==> src/rtl/ps2_frame_receiver.sv <==
// PS/2 frame receiver: synchronises and de-glitches the PS/2 clock, then
// deserialises 11-bit frames (start, 8 data LSB first, parity, stop).
// The parity bit is only captured here; a downstream block checks it.
// Optional inter-edge watchdog enabled by defining PS2_RX_TIMEOUT_EN.
module ps2_frame_receiver #(
    parameter int SYNC_STAGES    = 2,
    parameter int FILTER_LEN     = 8,
    parameter int TIMEOUT_CYCLES = 50000
) (
    input  logic       clk,
    input  logic       rst,
    input  logic       ps2Clk,
    input  logic       ps2Data,
    output logic [7:0] scanCodeForCheck,
    output logic       parityCheckBit,
    output logic       frameValid,
    output logic       frameError
);

    localparam int FiltW = (FILTER_LEN > 1) ? $clog2(FILTER_LEN) : 1;
    localparam logic [FiltW-1:0] FiltLast = FiltW'(FILTER_LEN - 1);

    // Elaboration-time guard on the legal parameter ranges
    if (SYNC_STAGES < 2 || SYNC_STAGES > 4) begin : gBadSync
        $error("SYNC_STAGES must be 2..4");
    end
    if (FILTER_LEN < 2 || FILTER_LEN > 16) begin : gBadFilter
        $error("FILTER_LEN must be 2..16");
    end
    if (TIMEOUT_CYCLES < 2) begin : gBadTimeout
        $error("TIMEOUT_CYCLES must be at least 2");
    end

    typedef enum logic [1:0] {StIdle, StData, StParity, StStop} rxStateT;

    logic [SYNC_STAGES-1:0] clkSync;
    logic [SYNC_STAGES-1:0] dataSync;
    logic                   syncClk;
    logic                   syncData;
    logic                   filtClk;
    logic [FiltW-1:0]       filtCnt;
    logic                   fallEdge;
    rxStateT                state;
    logic [2:0]             bitCnt;
    logic [7:0]             shiftReg;
    logic                   parityReg;

    assign syncClk  = clkSync[SYNC_STAGES-1];
    assign syncData = dataSync[SYNC_STAGES-1];

    // Synchronizer chains; reset to the idle-high bus level
    always_ff @(posedge clk or posedge rst) begin
        if (rst) begin
            clkSync  <= '1;
            dataSync <= '1;
        end else begin
            clkSync  <= {clkSync[SYNC_STAGES-2:0], ps2Clk};
            dataSync <= {dataSync[SYNC_STAGES-2:0], ps2Data};
        end
    end

    // Glitch filter: accept a level change after FILTER_LEN differing samples,
    // and flag the 1->0 transition for one cycle
    always_ff @(posedge clk or posedge rst) begin
        if (rst) begin
            filtClk  <= 1'b1;
            filtCnt  <= '0;
            fallEdge <= 1'b0;
        end else begin
            fallEdge <= 1'b0;
            if (syncClk == filtClk) begin
                filtCnt <= '0;
            end else if (filtCnt == FiltLast) begin
                filtCnt  <= '0;
                filtClk  <= syncClk;
                fallEdge <= ~syncClk;
            end else begin
                filtCnt <= filtCnt + 1'b1;
            end
        end
    end

`ifdef PS2_RX_TIMEOUT_EN
    localparam int TmoW = $clog2(TIMEOUT_CYCLES + 1);
    localparam logic [TmoW-1:0] TmoLast = TmoW'(TIMEOUT_CYCLES - 1);
    // Holds k in the k-th cycle after the last edge-flag cycle
    logic [TmoW-1:0] wdCnt;
`endif

    // Frame FSM with registered outputs and result pulses
    always_ff @(posedge clk or posedge rst) begin
        if (rst) begin
            state            <= StIdle;
            bitCnt           <= '0;
            shiftReg         <= 8'h00;
            parityReg        <= 1'b0;
            scanCodeForCheck <= 8'h00;
            parityCheckBit   <= 1'b0;
            frameValid       <= 1'b0;
            frameError       <= 1'b0;
`ifdef PS2_RX_TIMEOUT_EN
            wdCnt            <= '0;
`endif
        end else begin
            frameValid <= 1'b0;
            frameError <= 1'b0;
            if (fallEdge) begin
`ifdef PS2_RX_TIMEOUT_EN
                wdCnt <= TmoW'(1);
`endif
                unique case (state)
                    StIdle: begin
                        if (!syncData) begin
                            state  <= StData;
                            bitCnt <= '0;
                        end
                    end
                    StData: begin
                        shiftReg <= {syncData, shiftReg[7:1]};
                        bitCnt   <= bitCnt + 3'd1;
                        if (bitCnt == 3'd7) begin
                            state <= StParity;
                        end
                    end
                    StParity: begin
                        parityReg <= syncData;
                        state     <= StStop;
                    end
                    StStop: begin
                        if (syncData) begin
                            scanCodeForCheck <= shiftReg;
                            parityCheckBit   <= parityReg;
                            frameValid       <= 1'b1;
                        end else begin
                            frameError <= 1'b1;
                        end
                        state <= StIdle;
                    end
                    default: state <= StIdle;
                endcase
            end
`ifdef PS2_RX_TIMEOUT_EN
            else if (state != StIdle) begin
                if (wdCnt == TmoLast) begin
                    frameError <= 1'b1;
                    state      <= StIdle;
                end else begin
                    wdCnt <= wdCnt + 1'b1;
                end
            end
`endif
        end
    end

endmodule
==> config.mk <==
export PLATFORM = sky130hd
export DESIGN_NAME = ps2_frame_receiver
export DESIGN_NICKNAME = d
export VERILOG_FILES = /design/src/rtl/ps2_frame_receiver.sv
export SDC_FILE = /design/constraint.sdc
export NUM_CORES = 1
export LEC_CHECK = 0
export ABC_AREA = 0
export CAP_MARGIN = 20
export CELL_PAD_IN_SITES_DETAIL_PLACEMENT = 0
export CELL_PAD_IN_SITES_GLOBAL_PLACEMENT = 1
export CORE_MARGIN = 2
export CORE_UTILIZATION = 49
export CTS_CLUSTER_SIZE = 28
export DETAILED_ROUTE_END_ITERATION = 7
export PLACE_DENSITY = 0.87
export SETUP_SLACK_MARGIN = 0.05
export SYNTH_ARGS = -nofsm -noshare
export SYNTH_HDL_FRONTEND = slang
export SYNTH_SLANG_ARGS = --single-unit
==> constraint.sdc <==
create_clock -name clk -period 3.6 [get_ports clk]
set_input_delay 0.36 -clock clk [delete_from_list [all_inputs] [get_ports clk]]
set_output_delay 0.36 -clock clk [all_outputs]
set_load 0.01 [all_outputs]
==> results.json, run 1 <==
{
  "worstPathCellList": "clkdlybuf4s50_1",
  "path_class": "register to output pin",
  "postRouteWirelength_um": 1800,
  "placeableCoreArea_um2": 2690,
  "synth_cells": 87,
  "num-nets-final": 123,
  "grt_pass1_vias": 753,
  "grt.overflow.total": 0,
  "grt_usage_pct": 14.3,
  "yosysWarnings": 0,
  "setup_slack_ns": 2.02,
  "worstSetupEndpoint": "scanCodeForCheck[4]",
  "p_switching_w": 0.000146,
  "path_clk_slew_ns": 0.09,
  "rows": 19,
  "clock_power_share_pct": 31.0,
  "dpl-instance-area_um2": 1570,
  "setup_viol": 0,
  "crit_family": "buffers and inverters",
  "cts_setup_buffers": 0,
  "ios": 15,
  "viasPerCell": 5.14,
  "grt_max_degree": 26,
  "final_cell_mix": "dfrtp_1, mux2_2, clkdlybuf4s50_1",
  "critPathMaxFanout": 2,
  "initialDrtViolationCount": 9,
  "slowest_delay_ns": 0.54,
  "finalMaxSlewViolations": 0,
  "hp-class": "primary input to asynchronous set/reset pin",
  "cts_sinks": 34,
  "cts-root-buf": "clkbuf_4",
  "rsz0062_at_grt": "false",
  "cap_violations": 0,
  "internal_power_w": 0.000527,
  "crit_slowest_cell": "clkdlybuf4s50_1",
  "port_buffers": 14,
  "seq_area_frac_synth_pct": 63.3,
  "startpoint_type": "register",
  "antenna_cells": 0,
  "reg2reg_from": "state[1]$_DFFE_PP0P_",
  "cts_hold_buf": 0,
  "switching_share_pct": 21.7,
  "ys_types": 21,
  "drtAntennaViolNets": 0,
  "finalClockSkew_ns": 0.00397,
  "drive_gt1_share_pct": 35.1,
  "clock_path_buffers": 2,
  "crit_arrival_ns": 1.22,
  "clk_latency_ns": 0.32,
  "final.min_clock_period_ns": 1.58,
  "final_common_cell": "dfrtp_1",
  "syn_nets": 100,
  "die_h_um": 56.6,
  "leakagePower_nw": 0.825,
  "timing.hold.ws_ns": 0.315,
  "status": "finished, final reports clean",
  "grt_pass1_wl_um": 3370,
  "cp_data_required_time_ns": 3.24,
  "vias": 730,
  "hpwlAfterDp_um": 1340,
  "gp_congestion": 0.709,
  "syn_to_final_growth_pct": 20.2,
  "seq_power_share_pct": 62.0,
  "wire_per_inst_um": 12.6,
  "die_width_um": 56.6,
  "max-slew-margin-rel_pct": 74.7,
  "dieArea_um2": 3200,
  "fmax_mhz": 632,
  "utilization_pct": 60.6,
  "drt-pass1-iter-count": 4,
  "tns_ns": 0,
  "cts_tree": "yes",
  "cts_buffers": 5,
  "cp.depth": 1,
  "drc": 0,
  "period_share_pct": 44.0,
  "hold_viol": 0,
  "crit_start": "scanCodeForCheck[4]$_DFFE_PP0P_",
  "comb_power_share_pct": 7.0,
  "power_density_nw_per_um2": 414,
  "peakVddDrop_mv": 0.339,
  "synth-seq-cells": 34,
  "worstMarginPinSlew_ns": 0.379,
  "synth.avg_cell_area_um2": 15.6,
  "rr_endpoint": "state[1]$_DFFE_PP0P_",
  "h-tree-depth": 2,
  "stdcell_area_um2": 1630,
  "reg2reg_depth": 5,
  "ctsResizeCount": 0,
  "path_buf_inv": 1,
  "antenna_found_initial": 0,
  "cp-end-kind": "output pin",
  "start_util_pct": 50.4,
  "dpl_worst_slack_ns": 2.18,
  "r2r_slack_ns": 2.18,
  "syn_area_um2": 1350
}
## kinds of logic (layout without fill, tap and decap cells)
logic type	after synthesis	after routing	share of synthesized area, %
buffers and inverters	5	29	1.39
flip-flops	34	34	63.3
AO/OA/AOI/OAI	6	6	3.51
multiplexers	22	22	18.5
adder cells (fa/ha/maj)	9	9	8.32
XOR/XNOR	1	1	0.647
AND/OR/NAND/NOR	10	10	4.34
## worst min-delay path by stage
stage	start	endpoint	slack, ns	cells after the start
2_1_floorplan	clkSync[0]$_DFF_PP1_	clkSync[1]$_DFF_PP1_	0.35	0
3_3_place_gp	clkSync[0]$_DFF_PP1_	clkSync[1]$_DFF_PP1_	0.35	0
3_5_place_dp	clkSync[0]$_DFF_PP1_	clkSync[1]$_DFF_PP1_	0.35	0
4_1_cts	rst	filtCnt[1]$_DFF_PP0_	0.31	2
5_1_grt	rst	filtCnt[1]$_DFF_PP0_	0.32	2
6_report	rst	bitCnt[0]$_DFFE_PP0P_	0.32	2
## layout make-up
class	instances	area, um2
Clock inverter	1	5.00
Inverter	5	18.8
Fill cell	216	1060
Sequential cell	34	857
Tap cell	31	38.8
Multi-Input combinational cell	48	478
Timing Repair Buffer	16	175
Clock buffer	7	55.1
## registers in the layout, summed over array words and instances (netlist names)
name and count:
frameError 1, bitCnt 3, filtCnt 3, frameValid 1, filtClk 1, fallEdge 1
parityCheckBit 1, dataSync 2, shiftReg 8, clkSync 2, state 2, parityReg 1
scanCodeForCheck 8
## through the flow
step | power, W | cells
finish | 0.000674 | 142
global route | 0.000712 | 142
CTS | 0.000685 | 142
detailed placement | 0.000474 | 134
global placement | 0.000467 | 133
floorplan | 0.000457 | 87
## cells in the mapped netlist (all sizes together)
master | number | area (um2)
nor2 | 2 | 7.51
o21ai | 2 | 13.8
dfstp | 5 | 131
nor2b | 1 | 6.26
a22o | 2 | 17.5
nor3b | 1 | 7.51
a21boi | 1 | 11.3
and3b | 1 | 8.76
nor3 | 1 | 5.00
dfrtp | 29 | 726
nand2 | 3 | 13.8
nand3 | 1 | 10.0
inv | 5 | 18.8
mux2 | 21 | 240
ha | 9 | 113
xnor2 | 1 | 8.76
a21oi | 1 | 5.00
mux2i | 1 | 10.0
## metal layers
layer	global-route usage [%]	share of wire (%)	up-vias
li1	-	-	347
met1	17.3	44	363
met2	22.1	50	18
met3	6.91	5.2	2
met4	5.10	0.72	0
met5	0	0	-
## power groups by stage
stage	combinational (W)	clock (W)	sequential, W
after floorplan	0.0000339	0	0.000423
after global placement	0.0000424	0	0.000425
after detailed placement	0.0000479	0	0.000426
after CTS	0.0000483	0.000219	0.000418
after global routing	0.0000555	0.000235	0.000422
final	0.0000471	0.000209	0.000418
No activity file was read; power rests on OpenSTA's default activity.
==> run 2, diff against run 1 <==
--- a/config.mk
+++ b/config.mk
@@ -10,10 +10,10 @@
 export CELL_PAD_IN_SITES_DETAIL_PLACEMENT = 0
 export CELL_PAD_IN_SITES_GLOBAL_PLACEMENT = 1
 export CORE_MARGIN = 2
-export CORE_UTILIZATION = 49
+export CORE_UTILIZATION = 41
 export CTS_CLUSTER_SIZE = 28
 export DETAILED_ROUTE_END_ITERATION = 7
-export PLACE_DENSITY = 0.87
+export PLACE_DENSITY = 0.78
 export SETUP_SLACK_MARGIN = 0.05
 export SYNTH_ARGS = -nofsm -noshare
 export SYNTH_HDL_FRONTEND = slang
==> constraint.sdc (replaced) <==
create_clock -name clk -period 1.4 [get_ports clk]
set_input_delay 0.14 -clock clk [delete_from_list [all_inputs] [get_ports clk]]
set_output_delay 0.14 -clock clk [all_outputs]
set_load 0.01 [all_outputs]
==> run 2 against run 1 <==
Wire length increased by 15%. Sequential power increased to 2.6 times the previous value. Power increased by 150%. Critical endpoint is now state[1]$_DFFE_PP0P_. Largest power group unchanged.
==> results.json, run 2 (synthesis results as in run 1) <==
{
  "status": "finished, final reports clean",
  "slowest_delay_ns": 0.42,
  "final_common_cell": "dfrtp_1",
  "final.min_clock_period_ns": 1.36,
  "path_clk_slew_ns": 0.09,
  "clock_path_buffers": 2,
  "ios": 15,
  "crit_arrival_ns": 1.58,
  "clk_latency_ns": 0.33,
  "grt_max_degree": 35,
  "wire_per_inst_um": 12.9,
  "leakagePower_nw": 0.928,
  "critPathMaxFanout": 4,
  "cts-root-buf": "clkbuf_4",
  "antenna_found_initial": 0,
  "rsz0062_at_grt": "true",
  "dieArea_um2": 3780,
  "tns_ns": 0,
  "path_class": "register to register",
  "hpwlAfterDp_um": 1370,
  "crit_family": "flip-flops",
  "cp-end-kind": "register",
  "cts_hold_buf": 0,
  "vias": 752,
  "peakVddDrop_mv": 0.672,
  "worstPathCellList": "inv_2 -> ha_4 -> a21boi_4 -> o21ai_2 -> mux2_4",
  "reg2reg_depth": 5,
  "h-tree-depth": 2,
  "drc": 0,
  "num-nets-final": 128,
  "die_h_um": 61.5,
  "cp_data_required_time_ns": 1.62,
  "path_buf_inv": 1,
  "dpl_worst_slack_ns": -0.0107,
  "cts_tree": "yes",
  "start_util_pct": 43.6,
  "startpoint_type": "register",
  "die_width_um": 61.5,
  "initialDrtViolationCount": 17,
  "setup_slack_ns": 0.0392,
  "cts_sinks": 34,
  "stdcell_area_um2": 1720,
  "drive_gt1_share_pct": 46.1,
  "max-slew-margin-rel_pct": 80.7,
  "crit_slowest_cell": "dfrtp_1",
  "rows": 20,
  "grt.overflow.total": 0,
  "grt_pass1_vias": 814,
  "cp.depth": 5,
  "finalClockSkew_ns": 0.00317,
  "hold_viol": 0,
  "period_share_pct": 97.2,
  "postRouteWirelength_um": 2060,
  "fmax_mhz": 735,
  "cap_violations": 0,
  "antenna_cells": 0,
  "reg_top3": "scanCodeForCheck: 8 flops, shiftReg: 8 flops",
  "grt_usage_pct": 14.2,
  "dp.cells": 149,
  "viasPerCell": 4.73,
  "dpl-instance-area_um2": 1590,
  "finalNonFillerCells": 159,
  "final_cell_mix": "dfrtp_1, mux2_2, dlygate4sd2_1",
  "port_buffers": 14,
  "syn_to_final_growth_pct": 26.9,
  "drt-pass1-iter-count": 4,
  "gp_congestion": 0.764,
  "finalMaxSlewViolations": 0,
  "worstMarginPinSlew_ns": 0.289,
  "grt_pass1_wl_um": 3690,
  "setup_viol": 0,
  "drtAntennaViolNets": 0,
  "utilization_pct": 55.4,
  "placeableCoreArea_um2": 3100,
  "power_density_nw_per_um2": 980,
  "cts_buffers": 5,
  "hp-class": "primary input to asynchronous set/reset pin"
}
## run 2: layout make-up
| type | instances | area [um2] |
|---|---|---|
| well taps | 44 | 55.1 |
| flip-flops and latches | 34 | 858 |
| fillers | 285 | 1390 |
| inverters | 5 | 18.8 |
| repair buffers | 21 | 199 |
| multi-input cells | 48 | 542 |
| clock buffers | 7 | 45.0 |
## run 2: per-layer routing
metal  track usage (%)  routed length, um
met5                 0                  0
met1              16.7                925
met3              6.51                106
met4              6.38                 47
met2              22.3                977
## run 2: worst min-delay path, delay by kind of cell
family / cells / cell delay (ns)
buffers and inverters: 3 / 0.70
## run 2: stage by stage
step,hold WS (ns),power [W]
after floorplan,0.144,0.00117
after global placement,0.346,0.00121
after detailed placement,0.348,0.00122
after CTS,0.150,0.00171
after global routing,0.160,0.00178
final,0.155,0.00168
## run 2: worst paths after layout
path,start,to,slack (ns)
max,state[1]$_DFFE_PP0P_,state[1]$_DFFE_PP0P_,0.04
min,rst,shiftReg[5]$_DFFE_PP0P_,0.15
max reg2reg,state[1]$_DFFE_PP0P_,state[1]$_DFFE_PP0P_,0.04
min reg2reg,clkSync[0]$_DFF_PP1_,clkSync[1]$_DFF_PP1_,0.36
max in group asynchronous,rst,filtClk$_DFFE_PP1P_,1.00
min in group clk,ps2Clk,clkSync[0]$_DFF_PP1_,0.21
## run 2: what timing repair did
item,in CTS,in global routing
pin swaps,4,1
setup endpoints to repair,31,25
resized for setup,18,10
buffers inserted,3,0
## run 2: power by group
group / internal [W] / total (W) / switching (W)
clock network: 0.000189 / 0.000481 / 0.000292
logic: 0.0000679 / 0.000126 / 0.0000583
registers: 0.00105 / 0.00108 / 0.0000297
total: 0.00130 / 0.00168 / 0.000380
==> run 3, diff against run 2 <==
==> constraint.sdc (replaced) <==
create_clock -name clk -period 1.1 [get_ports clk]
set_input_delay 0.11 -clock clk [delete_from_list [all_inputs] [get_ports clk]]
set_output_delay 0.11 -clock clk [all_outputs]
set_load 0.01 [all_outputs]
==> run 3 against run 2 <==
The flow now finishes with violations (setup timing). Worst hold slack got worse by 0.040 ns. Combinational power rose by 89%. Sequential power rose by 28%. Clock power is 42% higher.
==> results.json, run 3 (synthesis results as in run 1) <==
{
  "status": "complete, but fails checks",
  "violations": "setup timing",
  "path_class": "register to register",
  "seq_power_share_pct": 60.0,
  "startpoint_type": "register",
  "r2r_slack_ns": -0.25,
  "cts-root-buf": "clkbuf_4",
  "hp-class": "primary input to asynchronous set/reset pin",
  "drc": 0,
  "wire_per_inst_um": 13.1,
  "worstMarginPinSlew_ns": 0.355,
  "setup_slack_ns": -0.248,
  "cap_violations": 0,
  "vias": 792,
  "period_share_pct": 123,
  "cts_buffers": 5,
  "reg_top3": "scanCodeForCheck: 8 flops, shiftReg: 8 flops",
  "cts_hold_buf": 0,
  "peakVddDrop_mv": 1.04,
  "crit_start": "state[1]$_DFFE_PP0P_",
  "worstPathCellList": "inv_2 -> ha_4 -> buf_4 -> nand2_8 -> a21oi_4 -> mux2_4",
  "grt_pass1_vias": 781,
  "final_cell_mix": "dfrtp_1, mux2_2, buf_4",
  "die_width_um": 61.5,
  "hpwlAfterDp_um": 1460,
  "tns_ns": -4.34,
  "die_h_um": 61.5,
  "cts_sinks": 34,
  "critPathMaxFanout": 4,
  "nFillCells": 268,
  "dieArea_um2": 3780,
  "fmax_mhz": 742,
  "grt.overflow.total": 0,
  "crit_slowest_cell": "dfrtp_1",
  "initialDrtViolationCount": 22,
  "start_util_pct": 43.6,
  "cp_data_required_time_ns": 1.31,
  "finalMaxSlewViolations": 0,
  "totalPowerFinal_w": 0.00230,
  "grt_pass1_wl_um": 3520,
  "clock_path_buffers": 2,
  "placeableCoreArea_um2": 3100,
  "comb_power_share_pct": 10.3,
  "cts_tree": "yes",
  "internal_power_w": 0.00178,
  "h-tree-depth": 2,
  "rows": 20,
  "hold_viol": 0,
  "p_switching_w": 0.000520,
  "dpl-instance-area_um2": 1730,
  "utilization_pct": 59.6,
  "final_common_cell": "dfrtp_1",
  "ios": 15,
  "max-slew-margin-rel_pct": 76.2,
  "setup_viol": 24,
  "leakagePower_nw": 0.914,
  "viasPerCell": 4.71,
  "postRouteWirelength_um": 2210,
  "crit_arrival_ns": 1.56,
  "clk_latency_ns": 0.33,
  "reg2reg_from": "state[1]$_DFFE_PP0P_",
  "syn_to_final_growth_pct": 36.5,
  "finalClockSkew_ns": 0.00968,
  "drtAntennaViolNets": 0,
  "grt_usage_pct": 13.2,
  "num-nets-final": 136,
  "power_density_nw_per_um2": 1250,
  "slowest_delay_ns": 0.41,
  "rsz0062_at_grt": "true",
  "timing.hold.ws_ns": 0.115,
  "clock_power_share_pct": 29.6,
  "final.min_clock_period_ns": 1.35,
  "stdcell_area_um2": 1850,
  "gp_congestion": 0.765,
  "path_clk_slew_ns": 0.10,
  "port_buffers": 14,
  "drive_gt1_share_pct": 62.9,
  "switching_share_pct": 22.6,
  "cp-end-kind": "register",
  "drt-pass1-iter-count": 4,
  "antenna_found_initial": 0,
  "grt_max_degree": 35,
  "antenna_cells": 0
}
==> run 3: cell count changes in the layout (fill, tap and decap cells not counted), sizes merged <==
cell          before  now
buf                7   23
nand2              3    4
nand3              1    2
clkbuf             7    8
dlymetal6s2s       2    0
dlygate4sd2        9    0
clkinv             0    1
==> run 3: power groups by stage <==
stage	Combinational, W	Clock (W)	Sequential [W]
3_5_place_dp	0.000178	0	0.00140
5_1_grt	0.000281	0.000794	0.00139
2_1_floorplan	0.000123	0	0.00139
4_1_cts	0.000192	0.000723	0.00138
6_report	0.000238	0.000682	0.00138
3_3_place_gp	0.000165	0	0.00140
==> run 3: timing repair <==
| item | CTS | global route |
|---|---|---|
| setup endpoints to repair | 37 | 32 |
| gates cloned | 1 | 1 |
| hold endpoints to repair | 0 | 0 |
| gates resized for setup | 44 | 14 |
| setup buffers | 0 | 3 |
| pin swaps | 5 | 5 |
==> run 3: per-stage QoR <==
step	instances	worst slack (ns)
6_report	168	-0.248
4_1_cts	164	-0.257
2_1_floorplan	87	-0.187
5_1_grt	168	-0.296
3_3_place_gp	155	-0.224
3_5_place_dp	155	-0.249
==> run 3: layer usage <==
metal / wire (um) / global-route usage (%) / part of all wire [%]
met2: 1170 / 21.1 / 53
met4: 17 / 6.38 / 0.77
met5: 0 / 0 / 0
met3: 84 / 5.04 / 3.8
met1: 928 / 15.7 / 42
==> run 3: path summary, 6_finish.rpt <==
check,cells after the start,to
worst min-delay path,3,shiftReg[2]$_DFFE_PP0P_
worst max-delay path,6,bitCnt[0]$_DFFE_PP0P_
worst min register to register,0,dataSync[1]$_DFF_PP1_
worst max register to register,6,bitCnt[0]$_DFFE_PP0P_
min in group clk,1,clkSync[0]$_DFF_PP1_
max in group asynchronous,3,dataSync[0]$_DFF_PP1_
==> run 3: critical path, delay by kind of cell (launching register included) <==
family / cells / cell delay [ns]
multiplexers: 1 / 0.27
AND/OR/NAND/NOR: 1 / 0.09
AO/OA/AOI/OAI: 1 / 0.04
buffers and inverters: 2 / 0.24
adder cells (fa/ha/maj): 1 / 0.18
flip-flops: 1 / 0.41
==> run 3: area by class of cell <==
cell class                 instances  area, um2  share of cell area [%]
multi-input combinational         50        661                    35.7
clock buffer                       7       55.1                    2.98
timing repair buffer              27        195                    10.6
inverter                           5       18.8                    1.02
clock inverter                     1       5.00                   0.271
sequential                        34        858                    46.4
tap                               44       55.1                    2.98
==> RTL change 1 (settings of run 1) <==
Encoding of `rxStateT`: now one-hot (4 bits for 4 states).
--- a/src/rtl/ps2_frame_receiver.sv
+++ b/src/rtl/ps2_frame_receiver.sv
@@ -31,7 +31,7 @@
         $error("TIMEOUT_CYCLES must be at least 2");
     end
 
-    typedef enum logic [1:0] {StIdle, StData, StParity, StStop} rxStateT;
+    typedef enum logic [3:0] {StIdle = 4'b0001, StData = 4'b0010, StParity = 4'b0100, StStop = 4'b1000} rxStateT;
 
     logic [SYNC_STAGES-1:0] clkSync;
     logic [SYNC_STAGES-1:0] dataSync;
Formal check against the unedited RTL: no difference found for any inputs over 10 cycles, from zero or initial values and one cycle with rst high; not proved beyond that.
==> RTL change 1 against run 1 <==
Critical path depth unchanged; sequential cell count is 2 higher; register-to-register slack got worse by 0.06 ns; first-iteration DRC count rose to 3.1 times the old value; area after synthesis up 7.8%; hold slack gained 0.046 ns; power up 18%; clock power grew 46%; cell count increased by 9.9%; design area rose by 6.1%; setup slack lost 0.025 ns; wire length up 26%; core utilization increased by 1.5 points; critical path type unchanged; largest power group unchanged.
==> RTL change 1: results (changes against run 1) <==
Synthesis
  • YS warnings: 0 (unchanged)
  • Ys async rst share: 1.00 (unchanged)
  • Mapped Cells: 104 (+20%)
  • Synth top area cells: dfrtp_1 (51%), mux2_2 (15%), dfstp_2 (11%)
  • Syn nets: 112 (+12%)
  • List of most frequent post-synthesis cells: dfrtp_1 (30), mux2_2 (19), dfstp_2 (6)
  • Top_reg_cell synth: dfrtp_1
  • Sequential fraction of the synthesis area: 0.623 (-0.0104)
  • Synth cell types: 32 (+52%)

Drt
  • WL met3: 83 µm (-11%)
  • Met2 wire len: 1110 µm (+24%)
  • Met1 Wirelength: 1000 µm (+26%)
  • Drt pass-1 iters: 4 (unchanged)
  • Via count: 830 (+14%)
  • Top sig layer: met4
  • Detailed Route Iter0 Violations: 28 (+19)
  • Avg WL per Cell: 14.5 µm (+15%)
  • Total wire length: 2260 µm (+26%)

GRT
  • Antenna violations before repair: 0 (unchanged)
  • Met3 Track Usage GR: 0.0462 (-0.0230)
  • GR Layer Usage met2: 0.249 (+0.0279)
  • Vias in the first global route: 882 (+17%)
  • Largest net degree at the start of global routing: 24 (-7.7%)
  • First-pass GRT wire length: 4110 µm (+22%)
  • Tot GR Track Use: 0.166 (+0.0238)
  • Met1 usage: 0.216 (+0.0434)

Clock tree
  • Register clock-pin slew on the reported worst setup and hold paths: 0.09 ns (about the same)
  • Clock Latency Late Sink: 0.33 ns
  • Maximum clock path buffer count: 2 (unchanged)
  • Post-CTS Resized: 0 (unchanged)
  • Post-CTS Setup Inserts: 0 (unchanged)
  • Number of H-tree levels: 2 (unchanged)
  • Root buf cell: clkbuf_4
  • Total CTS buffers: 5 (unchanged)

Final layout
  • Nets: 132 (+7.3%)
  • Antenna cell count: 0 (unchanged)
  • Biggest regs: scanCodeForCheck x8, shiftReg x8, state x4
  • Fillers: 228 (+5.6%)
  • Area Overhead vs Synth: 18.4%
  • Share of cells above drive strength 1: 0.328 (-0.0234)

Critical path
  • Arrival time at the worst endpoint: 1.25 ns (+0.03 ns)
  • Top Family by Delay on Critical Path: buffers and inverters
  • CP peak stage delay: 0.55 ns
  • CP max-delay cell: clkdlybuf4s50_1
  • Crit path max fanout: 2 (unchanged)

Worst hold path
  • Hold/Removal Path Class: flip-flop to flip-flop

STA
  • Worst clock skew: 0.00510 ns (+0.00113 ns)
  • Tightest Pin Transition: 0.786 ns (+0.407 ns)

Placed design
  • Number of I/O port buffers: 14 (unchanged)
  • RePlAce Congestion: 0.755 (+6.4%)
  • Post-detail-place hpwl: 1610 µm (+20%)
  • DP Area: 1630 µm² (+4.2%)
  • Dpl ws: 1.94 ns (-0.242 ns)
  • # placed instances: 148 (+10%)

Pwr
  • VDD IR-drop max: 0.501 mV (+48%)
  • Pleak: 0.858 nW (+4.0%)

Status
  • Status: finished, final reports clean
[RTL change 1: changes by cell type after synthesis, sizes merged, moves of 3 or more]
cell | before | now
nor2 | 2 | 5
nand3 | 1 | 4
a21oi | 1 | 4
ha | 9 | 4
[RTL change 1: area by class of cell]
class,instances,area (µm²),area share
flip-flops and latches,36,908,0.526
multi-input cells,61,519,0.301
repair buffers,15,148,0.0854
clock buffers,7,65.1,0.0377
well taps,31,38.8,0.0224
clock inverters,1,30.0,0.0174
inverters,5,18.8,0.0109
[RTL change 1: final timing paths]
kind,slack [ns],cells after the start,end,from
min in group asynchronous,0.48,2,fallEdge,rst
worst min-delay path,0.36,0,clkSync[1],clkSync[0]
worst min register to register,0.36,0,clkSync[1],clkSync[0]
worst max-delay path,1.99,1,scanCodeForCheck[5],scanCodeForCheck[5]
max in group asynchronous,2.37,3,state[0],rst
worst max register to register,2.12,3,shiftReg[2],state[3]
[RTL change 1: logic make-up (layout without fill, tap and decap cells)]
family	after synthesis	in the layout	synth area share
XOR/XNOR	1	1	0.00600
AND/OR/NAND/NOR	25	25	0.117
flip-flops	36	36	0.623
multiplexers	20	20	0.154
adder cells (fa/ha/maj)	4	4	0.0343
buffers and inverters	7	28	0.0214
AO/OA/AOI/OAI	11	11	0.0455
[RTL change 1: per-stage QoR]
stage,total power (W),utilization
finish,0.000796,0.621
global route,0.000838,0.621
global placement,0.000490,0.587
floorplan,0.000479,-
detailed placement,0.000496,0.587
CTS,0.000811,0.621
[RTL change 1: power breakdown]
part / leakage [nW] / total, W / switching, W / internal, W
Clock: 0.0515 / 0.000306 / 0.000122 / 0.000184
Combinational: 0.327 / 0.0000469 / 0.0000238 / 0.0000231
Sequential: 0.480 / 0.000442 / 0.0000123 / 0.000430
==> RTL change 2 (config.mk and constraints of run 1) <==
Made on the original files. The parameter `FILTER_LEN` goes from 8 to 4.
--- a/src/rtl/ps2_frame_receiver.sv
+++ b/src/rtl/ps2_frame_receiver.sv
@@ -4,7 +4,7 @@
 // Optional inter-edge watchdog enabled by defining PS2_RX_TIMEOUT_EN.
 module ps2_frame_receiver #(
     parameter int SYNC_STAGES    = 2,
-    parameter int FILTER_LEN     = 8,
+    parameter int FILTER_LEN     = 4,
     parameter int TIMEOUT_CYCLES = 50000
 ) (
     input  logic       clk,
Function: no difference found for any inputs over 10 cycles, from zero or initial values and one cycle with rst high; that may be too few to reach the edited logic, so the function may still have changed.
==> RTL change 2 against run 1 <==
Die area is 4.5% lower; sequential share of layout area up 0.85 points; setup slack gained 0.0067 ns; wire length up 4.8%; non-clock buffer count unchanged; area after synthesis shrank 4.9%; synthesized cell count fell by 4.6%; sequential cell count decreased by 1; hold slack lost 0.027 ns; power is 6.1% higher; design area shrank 4.5%.
==> RTL change 2: results (changes against run 1) <==
Status
  • Status: finished, final reports clean

STA
  • Slew headroom: 0.769 (+0.0223)
  • Worst clock skew: 0.00267 ns (-0.00130 ns)

Drt
  • Detailed Route Iter0 Violations: 3 (-6)
  • Drt pass-1 iters: 2 (-2)
  • Number of vias per cell: 5.08 (-1.2%)
  • Via count: 691 (-5.3%)
  • Total wire length: 1880 µm (+4.8%)

Placed design
  • Dpl ws: 1.82 ns (-0.365 ns)
  • # placed instances: 128 (-4.5%)
  • Post-detail-place hpwl: 1370 µm (+2.0%)
  • DP Area: 1470 µm² (-6.1%)
  • RePlAce Congestion: 0.663 (-6.5%)

Worst hold path
  • Hold/Removal Path Class: input port to async pin

Critical path
  • Worst R2R Path Depth: 4 (-1)
  • R2r startpoint: state[1]
  • CP peak stage delay: 0.54 ns (about the same)
  • CP max-delay cell: clkdlybuf4s50_1
  • Crit. Startpoint: parityCheckBit
  • Arrival time at the worst endpoint: 1.22 ns (about the same)
  • Top Family by Delay on Critical Path: buffers and inverters
  • Crit path max fanout: 2 (unchanged)

Final layout
  • Share of cells above drive strength 1: 0.330 (-0.0212)
  • Fillers: 193 (-11%)
  • Biggest regs: scanCodeForCheck x8, shiftReg x8, bitCnt x3
  • Nets: 117 (-4.9%)
  • Antenna cell count: 0 (unchanged)

Synthesis
  • List of most frequent post-synthesis cells: dfrtp_1 (28), mux2_2 (20), ha_1 (7)
  • Sequential fraction of the synthesis area: 0.646 (+0.0132)
  • Synth cell types: 18 (-14%)
  • Mapped Cells: 83 (-4.6%)
  • Number of synthesized flops with an enable pin: 0 (unchanged)
  • YS warnings: 0 (unchanged)
  • Synth top area cells: dfrtp_1 (54%), mux2_2 (17%), dfstp_2 (10%)
  • Syn nets: 94 (-6.0%)

Clock tree
  • Register clock-pin slew on the reported worst setup and hold paths: 0.09 ns (about the same)
  • Total CTS buffers: 5 (unchanged)
  • Number of H-tree levels: 2 (unchanged)
  • Clock Latency Late Sink: 0.32 ns (about the same)
  • Maximum clock path buffer count: 2 (unchanged)
  • Post-CTS Resized: 0 (unchanged)
  • Post-CTS Setup Inserts: 0 (unchanged)

Pwr
  • Psw: 0.000172 W (+18%)
  • Pleak: 0.787 nW (-4.7%)
  • VDD IR-drop max: 0.333 mV (-1.9%)

GRT
  • Vias in the first global route: 757 (+0.53%)
  • Largest net degree at the start of global routing: 32 (+23%)
  • First-pass GRT wire length: 3400 µm (+0.80%)
  • Tot GR Track Use: 0.150 (+0.00695)
## RTL change 2: stage by stage
step | hold WS [ns] | total power [W]
finish | 0.288 | 0.000715
global route | 0.296 | 0.000759
CTS | 0.360 | 0.000726
detailed placement | 0.347 | 0.000522
global placement | 0.346 | 0.000514
floorplan | 0.345 | 0.000496
## RTL change 2: final timing paths
| kind | to | slack (ns) |
|---|---|---|
| setup reg to reg | shiftReg[3] | 2.11 |
| min in group clk | dataSync[1] | 0.36 |
| hold / removal | shiftReg[6] | 0.29 |
| setup / recovery | parityCheckBit | 2.02 |
| max in group asynchronous | clkSync[0] | 2.69 |
| hold reg to reg | dataSync[1] | 0.36 |
## RTL change 2: cell families after synthesis
family | share of synthesized area
multiplexers | 0.191
flip-flops | 0.646
XOR/XNOR | 0.00680
adder cells (fa/ha/maj) | 0.0680
buffers and inverters | 0.0146
AND/OR/NAND/NOR | 0.0428
AO/OA/AOI/OAI | 0.0301
## RTL change 2: power groups by stage
stage | Combinational [W] | Clock [W] | Sequential, W
finish | 0.0000917 | 0.000199 | 0.000424
global route | 0.000102 | 0.000228 | 0.000430
CTS | 0.0000905 | 0.000211 | 0.000425
detailed placement | 0.0000895 | 0 | 0.000432
global placement | 0.0000834 | 0 | 0.000430
floorplan | 0.0000687 | 0 | 0.000427
## RTL change 2: area by class of cell
type | count | area (µm²) | share of cell area
multi-input combinational | 45 | 437 | 0.281
inverter | 5 | 18.8 | 0.0121
clock buffer | 7 | 55.1 | 0.0354
sequential | 33 | 832 | 0.535
timing repair buffer | 16 | 175 | 0.113
tap | 30 | 37.5 | 0.0241
## RTL change 2: metal layers
layer | routed length (µm) | track usage | vias to the layer above
met4 | 41 | 0.0732 | 0
met2 | 964 | 0.235 | 16
li1 | - | - | 332
met1 | 782 | 0.175 | 337
met5 | 0 | 0 | -
met3 | 93 | 0.0656 | 6
